File: src/rtl/fifo_pkg.sv
// Shared FIFO helpers: log2 sizing and pointer-width derivation.
package fifo_pkg;

   // Ceiling log2 as a constant function, usable in parameter and port widths.
   function automatic int clog2(input int n);
      int r;
      r = 0;
      for (int i = 0; i < 31; i++) begin
         if ((1 << i) < n) r = i + 1;
      end
      return r;
   endfunction

   // Pointer width: index bits plus one wrap bit, so full and empty are distinguishable.
   function automatic int ptr_width(input int depth);
      return clog2(depth) + 1;
   endfunction

endpackage

File: src/rtl/fifo_mem_2p.sv
// FIFO storage array: one synchronous write port, one combinational read port.
module fifo_mem_2p
   import fifo_pkg::*;
#(
   parameter int DATA_WIDTH = 32,
   parameter int DEPTH      = 8,
   parameter int ADDR_WIDTH = clog2(DEPTH)
) (
   input  logic                  clk,
   input  logic                  wr_en,
   input  logic [ADDR_WIDTH-1:0] wr_addr,
   input  logic [DATA_WIDTH-1:0] wr_data,
   input  logic [ADDR_WIDTH-1:0] rd_addr,
   output logic [DATA_WIDTH-1:0] rd_data
);

   logic [DATA_WIDTH-1:0] mem [DEPTH];

   // Storage is intentionally not reset; only the pointers decide what is valid.
   always_ff @(posedge clk) begin
      if (wr_en) mem[wr_addr] <= wr_data;
   end

   assign rd_data = mem[rd_addr];

endmodule

File: src/rtl/fifo_sync_flags.sv
// Parametrised single-clock FIFO with occupancy count, threshold flags,
// one-cycle overflow/underflow pulses and selectable FWFT read mode.
module fifo_sync_flags
   import fifo_pkg::*;
#(
   parameter int DATA_WIDTH = 32,
   parameter int FIFO_DEPTH = 8,
   parameter int AF_THRESH  = FIFO_DEPTH - 2,
   parameter int AE_THRESH  = 2,
   parameter int FWFT       = 0
) (
   input  logic                             clk,
   input  logic                             rst,
   input  logic                             cs,
   input  logic                             wr_en,
   input  logic                             rd_en,
   input  logic [DATA_WIDTH-1:0]            data_in,
   output logic [DATA_WIDTH-1:0]            data_out,
   output logic                             empty,
   output logic                             full,
   output logic                             almost_empty,
   output logic                             almost_full,
   output logic [ptr_width(FIFO_DEPTH)-1:0] count,
   output logic                             overflow,
   output logic                             underflow
);

   localparam int AW = clog2(FIFO_DEPTH);
   localparam int PW = ptr_width(FIFO_DEPTH);

   localparam logic [PW-1:0] DEPTH_C = PW'(FIFO_DEPTH);
   localparam logic [PW-1:0] AF_C    = PW'(AF_THRESH);
   localparam logic [PW-1:0] AE_C    = PW'(AE_THRESH);
   localparam logic [PW-1:0] ONE_C   = PW'(1);

   logic [PW-1:0]         wr_ptr;
   logic [PW-1:0]         rd_ptr;
   logic [PW-1:0]         wr_ptr_nxt;
   logic [PW-1:0]         rd_ptr_nxt;
   logic [PW-1:0]         count_nxt;
   logic                  wr_acc;
   logic                  rd_acc;
   logic [DATA_WIDTH-1:0] mem_rd_data;

   // Accept logic and next-state pointers; a write into a full FIFO only
   // goes through when a read frees a slot on the same edge.
   always_comb begin
      rd_acc     = cs & rd_en & ~empty;
      wr_acc     = cs & wr_en & (~full | rd_acc);
      wr_ptr_nxt = wr_ptr;
      rd_ptr_nxt = rd_ptr;
      if (wr_acc) wr_ptr_nxt = wr_ptr + ONE_C;
      if (rd_acc) rd_ptr_nxt = rd_ptr + ONE_C;
      count_nxt  = wr_ptr_nxt - rd_ptr_nxt;
   end

   // Pointers, count and flags are all registered from the next-state pointers,
   // so they describe the FIFO as it stands right after the edge.
   always_ff @(posedge clk) begin
      if (rst) begin
         wr_ptr       <= '0;
         rd_ptr       <= '0;
         count        <= '0;
         empty        <= 1'b1;
         full         <= 1'b0;
         almost_empty <= 1'b1;
         almost_full  <= 1'b0;
         overflow     <= 1'b0;
         underflow    <= 1'b0;
      end else begin
         wr_ptr       <= wr_ptr_nxt;
         rd_ptr       <= rd_ptr_nxt;
         count        <= count_nxt;
         empty        <= (count_nxt == '0);
         full         <= (count_nxt == DEPTH_C);
         almost_empty <= (count_nxt <= AE_C);
         almost_full  <= (count_nxt >= AF_C);
         overflow     <= cs & wr_en & full & ~rd_acc;
         underflow    <= cs & rd_en & empty;
      end
   end

   fifo_mem_2p #(
      .DATA_WIDTH (DATA_WIDTH),
      .DEPTH      (FIFO_DEPTH),
      .ADDR_WIDTH (AW)
   ) u_mem (
      .clk     (clk),
      .wr_en   (wr_acc),
      .wr_addr (wr_ptr[AW-1:0]),
      .wr_data (data_in),
      .rd_addr (rd_ptr[AW-1:0]),
      .rd_data (mem_rd_data)
   );

   generate
      if (FWFT != 0) begin : g_fwft
         // Head word is presented directly; forced to zero while empty so
         // unwritten storage never leaks out after reset.
         assign data_out = empty ? '0 : mem_rd_data;
      end else begin : g_std
         // Registered read: the popped head word appears the cycle after rd_acc.
         always_ff @(posedge clk) begin
            if (rst)         data_out <= '0;
            else if (rd_acc) data_out <= mem_rd_data;
         end
      end
   endgenerate

endmodule

File: config.mk
export PLATFORM = sky130hd
export DESIGN_NAME = fifo_sync_flags
export DESIGN_NICKNAME = d
export VERILOG_FILES = /design/src/rtl/fifo_pkg.sv /design/src/rtl/fifo_mem_2p.sv /design/src/rtl/fifo_sync_flags.sv
export SDC_FILE = /design/constraint.sdc
export NUM_CORES = 1
export LEC_CHECK = 0
export BUFFER_PORTS_ARGS = -buffer_cell sky130_fd_sc_hd__clkbuf_2
export CORE_UTILIZATION = 46
export CTS_CLUSTER_DIAMETER = 40
export DETAILED_ROUTE_END_ITERATION = 6
export PLACE_DENSITY = 0.64
export SLEW_MARGIN = 15
export SYNTH_ARGS = -nofsm -noshare
export SYNTH_HDL_FRONTEND = slang
export SYNTH_SLANG_ARGS = --single-unit
File: constraint.sdc
create_clock -name clk -period 14.05 [get_ports clk]
set_clock_uncertainty 0.15 [all_clocks]
set_input_delay 4.215 -clock clk [delete_from_list [all_inputs] [get_ports clk]]
set_output_delay 4.215 -clock clk [all_outputs]
set_load 0.02 [all_outputs]
# Word level (Yosys, flattened, before mapping)
# Memories as Yosys holds them, arrays and structs flattened. A register that Yosys moved wholly into a read port is not among the register bits.
# Cells that the tools add are included.
dict set report totals {
  latchBits 0
  mem_bits_ro 0
  word_cells 32
  register_bits 18
  ram_bits 256
  n_memories 1
}
dict set report classes {
  reduce_logical 1
  magnitude_cmp 2
  n_mux 4
  multipliers 0
  addsub 3
  div 0
  n_shift 0
  bitwise 11
  n_eq_ne 1
}
# memory depth word_bits rd rd_clocked_by_memory_dff wr line
set memory_table {}
lappend memory_table {u_mem.mem 8 32 1 1 1 fifo_mem_2p.sv:17} ;# logic [DATA_WIDTH-1:0] mem [DEPTH];
# operator n
set op_table {}
lappend op_table {{$add A4 B1 Y4 const B} 2}
lappend op_table {{$mux W4} 2}
lappend op_table {{$and A1 B1 Y1} 7}
lappend op_table {{$eq A4 B4 Y1 const B} 1}
lappend op_table {{$ge A4 B3 Y1 const B} 1}
lappend op_table {{$le A4 B2 Y1 const B} 1}
lappend op_table {{$logic_not A4 Y1} 1}
lappend op_table {{$sub A4 B4 Y4} 1}
lappend op_table {{$not A1 Y1} 3}
lappend op_table {{$mux W1} 2}
lappend op_table {{$or A1 B1 Y1} 1}

# Depth between registers and ports, before layout
# Gate-level depths: netlist of the first run.
dict set report depth {
  word_depth 7
  mapped_depth 12
  mapped_depth_nobuf 11
}

# By module
# Synthesis of the first run repeated with hierarchy kept, for this count alone.
dict set report hier_totals {
  hier_cells 608
  area_unflattened_um2 11807.6
}
# mod cells_each area_per_inst_um2 n_inst seq_area_each_um2
set by_module_without_submodules {}
lappend by_module_without_submodules {fifo_mem_2p 383 9825.7 1 7687.4}
lappend by_module_without_submodules {fifo_sync_flags 225 1981.9 1 1001.0}

# Least setup slack after synthesis of the first run
# Ideal clock, no wire load.
dict set report synth_timing {
  kind {input to register}
  from {input rd_en}
  to {memory u_mem.mem[0][0] (enable)}
  slack_ps 6513
  path_buffers 0
  t_arrival_ps 6926
  path_stages 4
  setup_ps 461
  path_cell_list {nand2b_4 a21oi_1 nand2b_1 nor3_1}
}
dict set report synth_between {
  elab_chain_len 6
}
# item line
set synth_lines {}
lappend synth_lines {{start, declared} fifo_sync_flags.sv:16} ;# input logic rd_en,
lappend synth_lines {{$and A1 B1 Y1 (2 in a row)} fifo_sync_flags.sv:48} ;# rd_acc = cs & rd_en & ~empty;
lappend synth_lines {{$or A1 B1 Y1} fifo_sync_flags.sv:49} ;# wr_acc = cs & wr_en & (~full | rd_acc);
lappend synth_lines {{$and A1 B1 Y1} fifo_sync_flags.sv:49}
lappend synth_lines {{$mux W1} fifo_mem_2p.sv:21} ;# if (wr_en) mem[wr_addr] <= wr_data;
lappend synth_lines {{$mux W1 (not written as such)} fifo_mem_2p.sv:21}
lappend synth_lines {{end, declared} fifo_mem_2p.sv:17}
# Every way passes these cells.

# Worst setup path in the final report of the first run
dict set report layout_timing {
  from {input rd_en}
  to {register almost_empty}
}
# item line
set layout_lines {}
lappend layout_lines {{$and A1 B1 Y1 (2 in a row)} fifo_sync_flags.sv:48}
lappend layout_lines {{$mux W4} fifo_sync_flags.sv:53} ;# if (rd_acc) rd_ptr_nxt = rd_ptr + ONE_C;
lappend layout_lines {{via rd_ptr_nxt[0]} fifo_sync_flags.sv:39} ;# logic [PW-1:0] rd_ptr_nxt;
lappend layout_lines {{$sub A4 B4 Y4} fifo_sync_flags.sv:54} ;# count_nxt = wr_ptr_nxt - rd_ptr_nxt;
lappend layout_lines {{$le A4 B2 Y1} fifo_sync_flags.sv:76} ;# almost_empty <= (count_nxt <= AE_C);
lappend layout_lines {{end signal, assigned} fifo_sync_flags.sv:76}
lappend layout_lines {{end, declared} fifo_sync_flags.sv:21} ;# output logic almost_empty,
# The timed path passes the listed nets, and every way through them passes these cells.
# A chain may end at the register's enable or synchronous reset.

==> results.yml, run 1 <==
clock_tree:
  cts.clk_slew.worst_paths_ps: 60
  numCtsBuffers: 38
  cts_root_buffer: "clkbuf_16"
  cts_resized: 0
  cts_setup_buffers: 0
  clk_latency_ps: 520
  cts_buffer_depth: 3
  postCtsHoldBufs: 0
  cts_tree: "done"
  cts.sinks: 306
  htree_levels: 2
sta:
  drv_slew: 0
  fin_ws_ps: 7290
  finalCritPeriodShare: 0.481
  whs_ps: 350
  max_freq_mhz: 148
  slew-limit-headroom: 0.237
  setup_viol: 0
  finalCriticalPeriod_ps: 6760
  setup_tns_ps: 0
  rsz0062_at_grt: "no"
  worst_slew_pin_slew_ps: 1140
  hold_viol: 0
pwr:
  clkPwrFrac: 0.458
  leakagePower_nw: 4.41
  ir_worst_vdd_uv: 81.6
  powerDensity_nw_per_um2: 158
  total_power_mw: 2.16
  p_sw_frac: 0.219
  power_frac_comb: 0.067
  p_switching_mw: 0.473
  intPower_mw: 1.68
  power_frac_seq: 0.475
setup_path:
  crit_fanout: 67
  ff2ff_path_depth: 11
  worstPathRequired_ps: 14310
  crit_arrival_ps: 7020
  reg2reg_slack_ps: 10710
  startpoint_type: "input pin"
  criticalPathCategory: "input pin to register"
  critPathCaptureType: "register"
  worstReg2RegEnd: "almost_empty$_SDFF_PP1_"
  reg2reg_from: "empty$_SDFF_PP1_"
  startpoint: "rd_en"
finish:
  nets: 709
  final_cells: 1020
  finalInstanceArea_sq_um: 13600
  drive_gt1_frac: 0.335
  area_growth_syn_to_layout_pct: 18.4
  fillCellCount: 1858
  diodes: 0
  finish.utilization: 0.557
outcome:
  status: "finished, final reports clean"
place:
  post_dp_cell_area_sq_um: 12300
  dpl.hpwl_um: 11700
  placed_cells: 949
  port_buffers: 78
  dp_slack_ps: 6720
  place.gp.congestion: 0.727
hold_path:
  min-delay-path-class: "register to register"
  min_from: "data_out[28]$_SDFFE_PP0P_"
  worstHoldPathCells: 2
  hold_end: "data_out[28]$_SDFFE_PP0P_"
floorplanning:
  dieArea_sq_um: 25700
  rows: 57
  start_util: 0.471
  io_pins: 79
  core-area_sq_um: 24500
  dieWidth_um: 160
  die-height_um: 160
synthesis:
  yosysWarnings: 0
  synth_fp_nets: 611
  synth_edf_count: 256
  synth_cell_types: 37
  ys.flop_type: "edfxtp_1"
  seq_area_frac_synth: 0.755
  netlist_area_sq_um: 11500
  syn_inst: 568
  synth_area_per_cell_sq_um: 20.3
  synthArstFlopShare: 0
  synth_seq_cells: 306
run:
  maxCapViolCount: 0
global_routing:
  antenna_found_initial: 1
  grt_pass1_vias: 6031
  grt_util_all_layers: 0.176
  grt_max_degree: 68
  grt_pass1_wl_um: 34000
  overflow: 0
route:
  avgRoutedWirePerCell_um: 21.0
  drt-pass1-iter-count: 4
  drtAntennaViolNets: 0
  via_per_inst: 5.43
  vias: 5534
  first_iter_violations: 311
  drc: 0
  wl_um: 21400
==> synthesized netlist by cell type (2+ instances only) <==
cell	n	area, sq um
a211oi_1	32	240
a21oi_1	2	10.0
buf_1	4	15.0
buf_2	11	55.1
buf_4	6	45.0
clkbuf_1	10	37.5
dfxtp_1	50	1000
edfxtp_1	256	7690
ha_1	5	62.6
inv_1	3	11.3
mux2_2	2	22.5
mux2i_1	33	330
mux4_2	64	1440
nand2_1	5	18.8
nand2b_1	4	25.0
nand3_1	2	10.0
nor2_1	46	173
nor2b_1	4	25.0
nor3_1	3	15.0
xnor2_1	6	52.6
xnor2_2	2	32.5
xor2_1	3	26.3
==> cell families after synthesis <==
group	count (synthesis)	synth area share
simple gates	70	0.0286
compound gates	40	0.0263
xor+xnor	13	0.0130
flops	306	0.755
mux	99	0.156
fa+ha+maj	6	0.00717
buf+inv	34	0.0142
==> sequential cells by signal, indices dropped and copies added (netlist names) <==
signal and count:
rd_ptr 4, wr_ptr 4, empty 1, full 1
count 4, data_out 32, almost_full 1, u_mem.mem 256
almost_empty 1, underflow 1, overflow 1
==> worst max-delay path by stage <==
stage / to / slack, ps / cells after the start
after CTS: almost_empty$_SDFF_PP1_ / 7270 / 12
final: almost_empty$_SDFF_PP1_ / 7290 / 12
after detailed placement: almost_empty$_SDFF_PP1_ / 6720 / 12
after global routing: almost_empty$_SDFF_PP1_ / 7120 / 12
after global placement: almost_empty$_SDFF_PP1_ / 6780 / 12
after floorplan: u_mem.mem[0][0]$_DFFE_PP_ / 6510 / 4
==> final cells by class <==
| cell class | count | area, sq um | area share |
|---|---|---|---|
| sequential | 306 | 8690 | 0.638 |
| multi-input combinational | 228 | 2720 | 0.200 |
| inverter | 3 | 11.3 | 0.000827 |
| tap | 324 | 405 | 0.0298 |
| clock inverter | 21 | 287 | 0.0210 |
| clock buffer | 49 | 1010 | 0.0743 |
| timing repair buffer | 89 | 493 | 0.0362 |
==> power by group through the flow <==
stage | clock network [mW] | logic [mW] | registers [mW]
2_1_floorplan | 0 | 0.0885 | 1.05
3_3_place_gp | 0 | 0.143 | 1.04
3_5_place_dp | 0 | 0.147 | 1.04
4_1_cts | 1.00 | 0.147 | 1.02
5_1_grt | 1.04 | 0.159 | 1.03
6_report | 0.987 | 0.145 | 1.02
==> critical path: stages <==
cell and delay, ps:
clkbuf_2 130, and3b_2 210, buf_4 570, xor2_1 220
ha_1 170, inv_1 60, fa_1 440, xor2_1 190
xnor2_1 190, xnor2_1 150, mux2_2 280, a21o_1 180
==> placed cells by master (no fill, tap or decap), types with 9 or more instances in the layout <==
master	n
buf_4	10
mux2i_1	33
a211oi_1	32
edfxtp_1	256
dfxtp_1	47
clkbuf_2	77
clkbuf_16	38
nor2_1	41
mux4_2	64
clkbuf_1	9
==> layer usage <==
layer  track usage  up-vias  share of wire
met2         0.291      138           0.49
li1              -     2503              -
met1         0.226     2837           0.42
met3        0.0379       54          0.053
met5             0        -        0.00079
met4        0.0727        2          0.031
No activity file was read; power rests on OpenSTA's default activity.
==> inputs of run 2 (changes only) <==
==> constraint.sdc (replaced) <==
create_clock -name clk -period 6.31 [get_ports clk]
set_clock_uncertainty 0.15 [all_clocks]
set_input_delay 1.893 -clock clk [delete_from_list [all_inputs] [get_ports clk]]
set_output_delay 1.893 -clock clk [all_outputs]
set_load 0.02 [all_outputs]
==> run 2 against run 1 <==
Highest routed layer unchanged. Sequential share of layout area is 0.12 points higher. Combinational power increased by 120%. Count of clock-buffer cells in the layout fell by 3. Total power rose by 120%. Global-route usage about the same.
==> results.yml, run 2 (synthesized netlist as in run 1, its figures left out) <==
floorplanning:
  io_pins: 79
  dieWidth_um: 160
  core-area_sq_um: 24500
  die-height_um: 160
  rows: 57
  start_util: 0.471
  dieArea_sq_um: 25700
sta:
  hold_viol: 0
  setup_viol: 0
  rsz0062_at_grt: "no"
  max_freq_mhz: 233
  whs_ps: 346
  slew-limit-headroom: 0.226
  worst_slew_pin_slew_ps: 1160
  fin_ws_ps: 2020
  finalCritPeriodShare: 0.680
  drv_slew: 0
  finalCriticalPeriod_ps: 4290
  setup_tns_ps: 0
global_routing:
  use_met3: 0.0366
  grt_pass1_vias: 5789
  grt_use_met2: 0.303
  grt_util_all_layers: 0.176
  grt_max_degree: 68
  antenna_found_initial: 1
  grtUsageMet1: 0.222
  grt_pass1_wl_um: 33600
  overflow: 0
  busiest_layer: "met2"
route:
  vias: 5541
  avgRoutedWirePerCell_um: 21.0
  wl_um: 21400
  drtAntennaViolNets: 0
  drc: 0
  first_iter_violations: 404
  drt-pass1-iter-count: 5
  via_per_inst: 5.44
setup_path:
  crit_arrival_ps: 4540
  max_stage_delay_ps: 590
  startpoint_type: "input pin"
  critPathCaptureType: "register"
  worstPathRequired_ps: 6560
  criticalPathCategory: "input pin to register"
  crit_fanout: 31
  worstPathCellList: "clkbuf_2, and3b_2, xor2_1, ha_1, inv_1, fa_1, xor2_1, xnor2_1, xnor2_1, mux2_2, a21o_1"
  critical-path-slowest-cell: "and3b_2"
clock_tree:
  cts_tree: "done"
  cts_setup_buffers: 0
  cts.sinks: 306
  postCtsHoldBufs: 0
  numCtsBuffers: 38
  cts_root_buffer: "clkbuf_16"
  htree_levels: 2
  cts.clk_slew.worst_paths_ps: 50
  clk_latency_ps: 520
  cts_resized: 0
  cts_buffer_depth: 3
pwr:
  ir_worst_vdd_uv: 192
  p_sw_frac: 0.218
  powerDensity_nw_per_um2: 353
  leakagePower_nw: 4.42
  power_frac_comb: 0.068
  power_frac_seq: 0.475
  p_switching_mw: 1.04
  intPower_mw: 3.75
  clkPwrFrac: 0.457
finish:
  top_regs: "u_mem.mem: 256 flops, data_out: 32 flops"
  nets: 709
  layout_common_cells: "edfxtp_1, clkbuf_2, mux4_2"
  drive_gt1_frac: 0.338
  finalInstanceArea_sq_um: 13600
  registers.top_by_ff_count: "u_mem.mem"
  finish.utilization: 0.556
  diodes: 0
  largest_reg_flops: 256
  area_growth_syn_to_layout_pct: 18.1
  final_common_cell: "edfxtp_1"
hold_path:
  min-delay-path-class: "register to register"
outcome:
  status: "finished, final reports clean"
run:
  maxCapViolCount: 0
place:
  dpl.hpwl_um: 12000
  place.gp.congestion: 0.732
  port_buffers: 78
  post_dp_cell_area_sq_um: 12300
  dp_slack_ps: 1490
## run 2: changes by cell type in the layout (fill, tap and decap cells not counted)
cell,previous run,this run
nor3_2,1,2
clkbuf_8,2,1
inv_6,8,5
clkinv_2,0,3
clkinv_4,1,5
clkinvlp_4,3,2
clkinv_8,1,0
nor3_4,1,0
buf_4,10,11
clkbuf_16,38,39
clkbuf_1,9,6
buf_16,1,0
## run 2: through the flow
| stage | std cells | power [mW] |
|---|---|---|
| after global routing | 1019 | 4.95 |
| after detailed placement | 950 | 2.65 |
| after floorplan | 568 | 2.54 |
| after global placement | 950 | 2.64 |
| final | 1019 | 4.80 |
| after CTS | 1019 | 4.85 |
## run 2: power groups by stage
stage / combinational (mW) / sequential (mW) / clock, mW
after global routing: 0.355 / 2.29 / 2.31
final: 0.324 / 2.28 / 2.19
after floorplan: 0.197 / 2.34 / 0
after CTS: 0.330 / 2.28 / 2.24
after detailed placement: 0.330 / 2.32 / 0
after global placement: 0.322 / 2.32 / 0
## run 2: worst max-delay path, delay by kind of cell
| family | cells | cell delay, ps |
|---|---|---|
| xor gates and xnor gates | 4 | 780 |
| adders and majority gates | 2 | 620 |
| and+or+nand+nor | 1 | 590 |
| muxes | 1 | 280 |
| buffers and inverters | 2 | 200 |
| AOI/OAI and AO/OA | 1 | 170 |
## run 2: worst paths after layout
check	to	slack, ps	depth (start not counted)	startpoint
setup / recovery	almost_empty$_SDFF_PP1_	2020	11	rd_en
setup reg to reg	almost_empty$_SDFF_PP1_	3140	10	empty$_SDFF_PP1_
hold / removal	data_out[27]$_SDFFE_PP0P_	350	2	data_out[27]$_SDFFE_PP0P_
hold reg to reg	data_out[27]$_SDFFE_PP0P_	350	2	data_out[27]$_SDFFE_PP0P_
## run 2: layout make-up
type,instances,area [sq um]
tap,324,405
fill,1838,10900
multi-input combinational,228,2720
timing repair buffer,89,473
inverter,3,11.3
clock inverter,23,287
sequential,306,8690
clock buffer,46,1010
## run 2: metal layers
| layer | vias to the layer above | wire length (um) |
|---|---|---|
| met3 | 42 | 991 |
| met5 | - | 13 |
| met1 | 2871 | 8880 |
| met2 | 114 | 11000 |
| li1 | 2512 | - |
| met4 | 2 | 505 |
==> inputs of run 3 (changes only) <==
==> constraint.sdc (replaced) <==
create_clock -name clk -period 4.3 [get_ports clk]
set_clock_uncertainty 0.15 [all_clocks]
set_input_delay 1.29 -clock clk [delete_from_list [all_inputs] [get_ports clk]]
set_output_delay 1.29 -clock clk [all_outputs]
set_load 0.02 [all_outputs]
==> run 3 against run 2 <==
Cell count rose by 0.69%. First-iteration DRC count decreased by 23%. Register-to-register slack got worse by 1900 ps.
==> results.yml, run 3 (synthesized netlist as in run 1, its figures left out) <==
floorplanning:
  dieArea_sq_um: 25700
  start_util: 0.471
  die-height_um: 160
  io_pins: 79
  rows: 57
  core-area_sq_um: 24500
  dieWidth_um: 160
global_routing:
  grt_pass1_wl_um: 34700
  antenna_found_initial: 0
  grt_pass1_vias: 6092
  grt_max_degree: 67
  overflow: 0
  grt_util_all_layers: 0.181
pwr:
  ir_worst_vdd_uv: 271
  p_switching_mw: 1.59
  intPower_mw: 5.48
  clkPwrFrac: 0.460
  leakagePower_nw: 4.44
  p_sw_frac: 0.225
  power_frac_comb: 0.067
  total_power_mw: 7.07
  power_frac_seq: 0.473
  powerDensity_nw_per_um2: 516
route:
  vias: 5511
  avgRoutedWirePerCell_um: 21.4
  drtAntennaViolNets: 0
  wl_um: 22000
  first_iter_violations: 311
  drt-pass1-iter-count: 4
  drc: 0
  via_per_inst: 5.37
clock_tree:
  cts_tree: "done"
  cts_setup_buffers: 0
  htree_levels: 2
  numCtsBuffers: 40
  postCtsHoldBufs: 0
  clk_latency_ps: 520
  cts_root_buffer: "clkbuf_16"
  cts_buffer_depth: 3
  cts.sinks: 306
  cts_resized: 0
  cts.clk_slew.worst_paths_ps: 50
finish:
  final_common_cell: "edfxtp_1"
  layout_common_cells: "edfxtp_1, clkbuf_2, mux4_2"
  drive_gt1_frac: 0.348
  diodes: 0
  registers.top_by_ff_count: "u_mem.mem"
  nets: 714
  largest_reg_flops: 256
  area_growth_syn_to_layout_pct: 18.9
  top_regs: "u_mem.mem: 256 flops, data_out: 32 flops"
hold_path:
  hold_end: "data_out[26]$_SDFFE_PP0P_"
  min-delay-path-class: "register to register"
  worstHoldPathCells: 2
  min_from: "data_out[26]$_SDFFE_PP0P_"
sta:
  max_freq_mhz: 284
  setup_viol: 0
  rsz0062_at_grt: "no"
  hold_viol: 0
  finalCriticalPeriod_ps: 3520
  worst_slew_pin_slew_ps: 952
  slew-limit-headroom: 0.366
  finalCritPeriodShare: 0.819
  fin_ws_ps: 779
  drv_slew: 0
  setup_tns_ps: 0
setup_path:
  max_stage_delay_ps: 480
  crit_fanout: 4
  worstPathRequired_ps: 4550
  reg2reg_from: "empty$_SDFF_PP1_"
  reg2reg_slack_ps: 1260
  worstReg2RegEnd: "almost_empty$_SDFF_PP1_"
  worstPathCellList: "clkbuf_2, nand2b_4, a21oi_1, mux2_2, fa_1, xor2_1, xnor2_1, xnor2_1, mux2_2, a21o_1"
  critical-path-slowest-cell: "fa_1"
  criticalPathCategory: "input pin to register"
  ff2ff_path_depth: 9
  crit_arrival_ps: 3770
  critPathCaptureType: "register"
  startpoint_type: "input pin"
run:
  maxCapViolCount: 0
place:
  dp_slack_ps: 252
  port_buffers: 78
  dpl.hpwl_um: 12000
  place.gp.congestion: 0.747
outcome:
  status: "finished, final reports clean"
## run 3: how the worst max path moves through the flow
| stage | start | endpoint | slack, ps | cells past startpoint |
|---|---|---|---|---|
| finish | rd_en | almost_empty$_SDFF_PP1_ | 780 | 10 |
| global route | rd_en | almost_empty$_SDFF_PP1_ | 660 | 10 |
| CTS | rd_en | almost_empty$_SDFF_PP1_ | 780 | 10 |
| detailed placement | rd_en | almost_empty$_SDFF_PP1_ | 250 | 10 |
| global placement | rd_en | almost_empty$_SDFF_PP1_ | 360 | 10 |
| floorplan | cs | empty$_SDFF_PP1_ | 310 | 6 |
## run 3: per-stage QoR
step | utilization | instance area (sq um) | instances | hold WS (ps)
2_1_floorplan | - | 11500 | 568 | 380
3_3_place_gp | 0.505 | 12300 | 953 | 335
3_5_place_dp | 0.505 | 12300 | 953 | 342
4_1_cts | 0.560 | 13700 | 1026 | 350
5_1_grt | 0.560 | 13700 | 1026 | 373
6_report | 0.560 | 13700 | 1026 | 347
## run 3: metal layers
layer | vias to the layer above | share of wire | routed length [um] | track usage
li1 | 2515 | - | - | -
met1 | 2840 | 0.41 | 9040 | 0.222
met2 | 123 | 0.52 | 11400 | 0.321
met3 | 33 | 0.048 | 1060 | 0.0348
met4 | 0 | 0.020 | 442 | 0.0606
met5 | - | 0 | 0 | 0
## run 3: final cells by class
type	instances	area (sq um)
well taps	324	405
fillers	1848	10800
multi-input cells	228	2730
clock buffers	45	1050
clock inverters	28	289
repair buffers	92	508
inverters	3	11.3
flip-flops and latches	306	8690
## run 3: worst max-delay path, delay by kind of cell
family | cells | cell delay [ps]
xor+xnor | 3 | 560
buf+inv | 1 | 140
simple gates | 1 | 80
fa+ha+maj | 1 | 480
mux | 2 | 710
compound gates | 2 | 500
## run 3: power by group through the flow
stage               clock, mW  combinational [mW]  sequential [mW]
floorplan                   0               0.290             3.44
global placement            0               0.474             3.40
detailed placement          0               0.484             3.41
CTS                      3.32               0.486             3.35
global route             3.45               0.522             3.35
finish                   3.25               0.476             3.34
